`config.mk`:
```
export PLATFORM = sky130hd
export DESIGN_NAME = l2_req_arbiter
export DESIGN_NICKNAME = d
export VERILOG_FILES = /design/src/rtl/l2_req_arbiter.sv
export SDC_FILE = /design/constraint.sdc
export NUM_CORES = 1
export LEC_CHECK = 0
export BUFFER_PORTS_ARGS = -buffer_cell sky130_fd_sc_hd__buf_2
export CORE_AREA = 2 2 341 343
export DETAILED_ROUTE_END_ITERATION = 7
export DIE_AREA = 0 0 343 345
export GPL_TIMING_DRIVEN = 0
export SKIP_CTS_REPAIR_TIMING = 1
export SYNTH_ARGS = -nofsm -noshare
export SYNTH_HDL_FRONTEND = slang
export SYNTH_SLANG_ARGS = --single-unit
```
`constraint.sdc`:
```
create_clock -name clk -period 2.6 [get_ports clk]
set_input_delay 0.52 -clock clk [delete_from_list [all_inputs] [get_ports clk]]
set_output_delay 0.52 -clock clk [all_outputs]
set_load 0.05 [all_outputs]
```
`src/rtl/l2_req_arbiter.sv`:
```
// Shares one L2 request port between L1 instr and data caches; one block transaction in flight, request registered (grant visible next cycle).
// Backpressure: a requester holds Valid until its steered Ready; nothing new is granted until L2 answers the granted Src.
module l2_req_arbiter #(
    parameter int unsigned FIXED_PRIO = 0,
    parameter bit          SRC_INSTR  = 1'b0,
    parameter bit          SRC_DATA   = 1'b1
) (
    input  logic         clk,
    input  logic         rst,
    input  logic [161:0] InstrReq,
    input  logic [161:0] DataReq,
    input  logic [129:0] L2Resp,
    output logic [162:0] L2Req,
    output logic [128:0] InstrResp,
    output logic [128:0] DataResp,
    output logic         Busy,
    output logic         DstErr
);

    typedef struct packed {
        logic         Valid;
        logic         Wen;
        logic [31:0]  Addr;
        logic [127:0] WriteD;
    } cache_to_mem_t;

    typedef struct packed {
        logic         Valid;
        logic         Wen;
        logic         Src;
        logic [31:0]  Addr;
        logic [127:0] WriteD;
    } l1_to_l2_t;

    typedef struct packed {
        logic         Ready;
        logic         Dst;
        logic [127:0] ReadD;
    } l2_to_l1_t;

    typedef struct packed {
        logic         Ready;
        logic [127:0] ReadD;
    } mem_to_cache_t;

    typedef enum logic [1:0] {IDLE, BUSY_I, BUSY_D} state_t;

    cache_to_mem_t ireq, dreq;
    l2_to_l1_t     resp;
    l1_to_l2_t     req_q;
    mem_to_cache_t iresp, dresp;
    state_t        state, state_nxt;
    logic          last_grant;
    logic          dst_err_q;
    logic          grant_data, grant_instr, resp_match;

    assign ireq  = InstrReq;
    assign dreq  = DataReq;
    assign resp  = L2Resp;
    assign L2Req = req_q;

    // Data wins a tie under fixed priority, or under round-robin when instr was granted last.
    assign grant_data  = dreq.Valid && (!ireq.Valid || FIXED_PRIO != 0 || last_grant == SRC_INSTR);
    assign grant_instr = ireq.Valid && !grant_data;
    assign resp_match  = resp.Ready && (resp.Dst == req_q.Src);

    always_ff @(posedge clk) begin
        if (rst) state <= IDLE;
        else     state <= state_nxt;
    end

    always_comb begin
        state_nxt = state;
        case (state)
            IDLE: begin
                if (grant_data)       state_nxt = BUSY_D;
                else if (grant_instr) state_nxt = BUSY_I;
            end
            BUSY_I, BUSY_D: begin
                if (resp_match) state_nxt = IDLE;
            end
            default: state_nxt = IDLE;
        endcase
    end

    always_comb begin
        Busy        = (state != IDLE);
        DstErr      = dst_err_q;
        iresp.Ready = resp.Ready && (state == BUSY_I) && (resp.Dst == SRC_INSTR);
        iresp.ReadD = resp.ReadD;
        dresp.Ready = resp.Ready && (state == BUSY_D) && (resp.Dst == SRC_DATA);
        dresp.ReadD = resp.ReadD;
        InstrResp   = iresp;
        DataResp    = dresp;
    end

    always_ff @(posedge clk) begin
        if (rst) begin
            req_q      <= '0;
            last_grant <= SRC_INSTR;
            dst_err_q  <= 1'b0;
        end else begin
            if (state == IDLE && (grant_data || grant_instr)) begin
                req_q.Valid  <= 1'b1;
                req_q.Wen    <= grant_data ? dreq.Wen    : ireq.Wen;
                req_q.Src    <= grant_data ? SRC_DATA    : SRC_INSTR;
                req_q.Addr   <= grant_data ? dreq.Addr   : ireq.Addr;
                req_q.WriteD <= grant_data ? dreq.WriteD : ireq.WriteD;
                last_grant   <= grant_data ? SRC_DATA    : SRC_INSTR;
            end else if (state != IDLE && resp_match) begin
                req_q.Valid <= 1'b0;
            end
            if (state != IDLE && resp.Ready && !resp_match)
                dst_err_q <= 1'b1;
        end
    end

endmodule

```
* After elaboration in Yosys (flattened, before gate mapping) *
Cells that the tools add are included.

storage, ports and cells
  register bits = 166
  input bits = 456
  output and inout port bits = 423
  word-level logic and storage cells = 45

cells by class
  eq/ne operators = 5
  multiplexer cells = 10
  bitwise operators = 2
  reduce and logical (&&, ||, !) cells = 21

operators by type and width
  operator            number
  $mux 128            1
  $mux 32             1
  $logic_and 1x1->1   11
  $mux 2              3
  $mux 1              4
  $pmux 2 s2          1
  $reduce_bool 2->1   2
  $logic_not 1->1     3
  $ne 3x3->1 const B  1
  $eq 2x1->1 const B  1
  $eq 2x2->1 const B  1
  $logic_not 2->1     1
  $logic_or 1x1->1    2
  $ne 2x2->1 const B  1
  $not 1->1           2
  $reduce_and 2->1    1
  $reduce_or 2->1     1
  $eq 1x1->1          1

* Depth between registers and ports, before layout *
  depth in word-level cells = 8
  depth in mapped cells = 8
  gate-level depth less buffers = 6

* Worst setup path before layout *
No wires, ideal clock.

  kind = in2out
  start = input L2Resp[129]
  end = output InstrResp[128]
  arrival = 1.204 ns
  required time = 2.080 ns
  slack = 0.876 ns
  stages = 2
  path buffers = 0
  cell sequence = nand2_1 -> nor2_1

between the ends
  word-level cells in the longest chain between the ends = 2

RTL lines
  element                          line  source
  start: declaration               12    input logic [129:0] L2Resp,
  $logic_and 1x1->1 (2 in series)  89    iresp.Ready = resp.Ready && (state == BUSY_I) && (resp.Dst == SRC_INSTR);
  end: declaration                 14    output logic [128:0] InstrResp,

No other way between the ends.

* Worst setup path after layout *
  start = register last_grant
  end = register req_q, in the netlist L2Req[52]

between the ends
  word-level cells in the longest chain between the ends = 7
  elaborated cells on any way between the ends = 8
  classes of those cells = mux: 1; bitwise: 1; reduce/logical: 6

RTL lines
  element                   line  source
  start: declaration        53    logic last_grant;
  start signal: assignment  109   last_grant <= grant_data ? SRC_DATA : SRC_INSTR;
  $not 1->1 *               63    assign grant_data = dreq.Valid && (!ireq.Valid || FIXED_PRIO != 0 || last_grant == SRC_INSTR);
  $logic_or 1x1->1 *        63
  $logic_and 1x1->1 *       63
  $logic_not 1->1           64    assign grant_instr = ireq.Valid && !grant_data;
  $logic_and 1x1->1         64
  $logic_or 1x1->1          103   if (state == IDLE && (grant_data || grant_instr)) begin
  $logic_and 1x1->1         103
  end: declaration          50    l1_to_l2_t req_q;

Mark *: on every way between the ends. The rest lies on a longest branch, timed or not.
A chain may end at the register's enable or synchronous reset.

==> key figures <==
Outcome
  • Run status: complete, no violations

Synthesis
  • Area contributors post-synth: dfxtp_1 34%, buf_4 20%, mux2i_1 17%, a211oi_2 9.0%, a211oi_1 7.2%
  • Top cell type's share of synthesized area: 0.345
  • Async set or reset register ratio after synthesis: 0
  • Register bit total from synthesis: 166
  • Yosys cell types: 28
  • Avg Inst Size Synth: 9.59 sq um
  • Synth area leader: dfxtp_1
  • Syn. warnings: 0
  • Netlist area before placement: 0.00964 sq mm
  • Number of enable flip-flop cells after synthesis: 0
  • Dominant synthesized flop cell: dfxtp_1
  • Seq/Total Area, Yosys: 0.345
  • Syn Inst Count: 1006
  • Post-Synthesis Net Count: 1465

Critical path
  • Reg2Reg Setup Slack: 190 ps
  • Worst Reg-to-Reg Cells: 5
  • Startpoint types: flop
  • CP arrival: 2760 ps
  • End of the worst register-to-register path: L2Req[52]
  • CP Class: reg -> reg
  • Reg-to-reg startpoint: last_grant
  • Max FO, Critical Path: 10
  • Worst Path Required: 2950 ps
  • Critical Path Sink Type: flop

Clocking
  • Skew-Pair Late Insertion Delay: 490 ps
  • Clock Pin Slew Worst Setup and Hold Paths: 80 ps
  • H-Tree Depth: 4
  • Longest Clk Path Bufs: 2
  • Clk root buf: clkbuf_16
  • Total CTS buffers: 17
  • Sink Count: 166
  • CTS tree: yes

Place
  • Post-DP Area: 0.0153 sq mm
  • # port buffers: 749
  • DP Wirelength: 51.2 mm
  • Placer Congestion: 0.878

Power
  • Static leakage: 7.84 nW
  • VDD IR max: 0.498 mV
  • Pwr Total: 12.4 mW
  • Power Density: 776 mW/mm^2

STA
  • Achievable clock frequency: 415 MHz
  • RSZ-0062 raised after global routing: false
  • Worst hold margin: 344 ps
  • Clock period minus worst slack: 2410 ps
  • Slew headroom: 0.377
  • Final Max Tran Viols: 0
  • Setup Viol. Count Final: 0
  • Final worst path period share: 0.927
  • Fin. Hold Viols: 0
  • Measured slew at the worst slew-check pin: 935 ps
  • Skew final: 18.5 ps

Floorplanning
  • Row cnt: 125
  • IO Pins: 879
  • Core area: 0.115 sq mm
  • Starting density of the core: 0.0838
  • DIE AREA: 0.118 sq mm
  • Die Ht: 345 um
  • Die width: 343 um

Global routing
  • Vias in the first global route: 9709
  • First-pass GRT wire length: 75.6 mm
  • Initial antenna violation count: 20
  • Total track usage: 0.0946
  • Largest net degree at the start of global routing: 20
  • Global route total overflow: 0

Drt
  • Vias: 9887
  • Post-DR wirelength/cell: 17.6 um
  • Vias per cell: 2.98
  • DRT Pass-1 Iters: 4
  • Final WL: 58.5 mm
  • DRC violations left: 0
  • Antenna Nets Post-Route: 0
  • DRT iter0 DRCs: 383

Layout
  • Footprint of the multi-input gates: 0.00397 sq mm
  • Synthesis-to-layout area growth: 65.4%
  • Final instance area: 0.0159 sq mm
  • Reg area: 0.00332 sq mm
  • Nets: 2234
  • Filler cell count: 13183
  • Layout cell share with drive strength beyond 1: 0.652

Min path
  • Hold crit path type: in -> reg
  • WHS Endpoint: DstErr
  • Hold Crit Start: L2Resp[129]
  • Hold path depth: 3

Run
  • Max-cap violations: 0
## routing by layer
| metal | track usage | vias to the layer above | routed length (um) | share of wire |
|---|---|---|---|---|
| met5 | 0 | - | 48 | 0.00082 |
| met4 | 0.0347 | 8 | 1400 | 0.024 |
| met3 | 0.0271 | 55 | 4870 | 0.083 |
| met2 | 0.161 | 545 | 27900 | 0.48 |
| met1 | 0.112 | 4496 | 24300 | 0.42 |
| li1 | - | 4783 | - | - |
## logic make-up (layout without fill, tap and decap cells)
kind of cell,Yosys count,count (layout),share of synthesized area
AND/OR/NAND/NOR,170,170,0.0679
other,0,3,0
flip-flops,166,166,0.345
multiplexers,161,161,0.167
buffers and inverters,332,1114,0.246
XOR/XNOR,1,1,0.000908
AO/OA/AOI/OAI,173,173,0.169
adder cells (fa/ha/maj),3,3,0.00389
## power by group
group / switching (mW) / total, mW / internal [mW] / leakage, nW
Combinational: 4.65 / 6.32 / 1.67 / 6.16
Clock: 1.43 / 2.72 / 1.30 / 0.293
Sequential: 0.271 / 3.33 / 3.06 / 1.38
Total: 6.34 / 12.4 / 6.03 / 7.84
## registers in the layout (all words and copies together), names as in the netlist
signal,cells
state,2
last_grant,1
DstErr,1
L2Req,162
## worst max path at each step
| stage | from | to | slack, ps | depth (start not counted) |
|---|---|---|---|---|
| after floorplan | L2Resp[129] | InstrResp[128] | 880 | 2 |
| after global placement | InstrReq[161] | L2Req[49] | -840 | 6 |
| after detailed placement | InstrReq[161] | L2Req[53] | -560 | 6 |
| after CTS | last_grant | L2Req[53] | -250 | 5 |
| after global routing | state[1] | L2Req[99] | 7 | 8 |
| final | last_grant | L2Req[52] | 190 | 5 |
## layout make-up
type / instances / share of cell area
Tap cell: 1524 / 0.120
Timing Repair Buffer: 750 / 0.236
Multi-Input combinational cell: 508 / 0.249
Clock buffer: 17 / 0.0267
Buffer: 328 / 0.149
Clock inverter: 15 / 0.0109
Sequential cell: 166 / 0.208
Inverter: 4 / 0.000941
Antenna cell: 3 / 0.000471
## cells in the mapped netlist, types with 2 or more instances
master / n
a211oi_1: 93
a211oi_2: 69
a21oi_1: 4
buf_1: 3
buf_2: 30
buf_4: 262
buf_8: 7
clkbuf_1: 19
clkbuf_4: 6
dfxtp_1: 166
ha_1: 3
inv_1: 3
mux2i_1: 161
nand2b_1: 2
nor2_1: 164
o21ai_0: 2
## metrics by stage
stage               setup TNS (ps)   util  worst slack [ps]  instances
CTS                           -675  0.138              -247       3312
finish                           0  0.139               191       3315
global route                     0  0.139              7.48       3313
detailed placement           -1760  0.133              -560       3280
floorplan                        0      -               876       1006
global placement             -8690  0.133              -836       3279
## worst max-delay path, stage by stage, from the launching register on
cell and delay, ps:
dfxtp_1 370, a21boi_2 140, buf_4 340, clkbuf_4 480, mux2i_2 720, a211oi_1 160
## cell usage in the layout, fill, tap and decap left out, types with 4 or more instances in the layout
cell       Yosys  final
buf_2         30    778
buf_4        262    261
dfxtp_1      166    166
nor2_1       164    164
mux2i_1      161    157
a211oi_1      93     93
a211oi_2      69     69
clkbuf_1      19     18
clkbuf_16      0     17
buf_8          7      7
clkbuf_4       6      7
inv_8          0      5
a21oi_1        4      4
clkinv_8       0      4
Power figures use the tool's default switching activity.
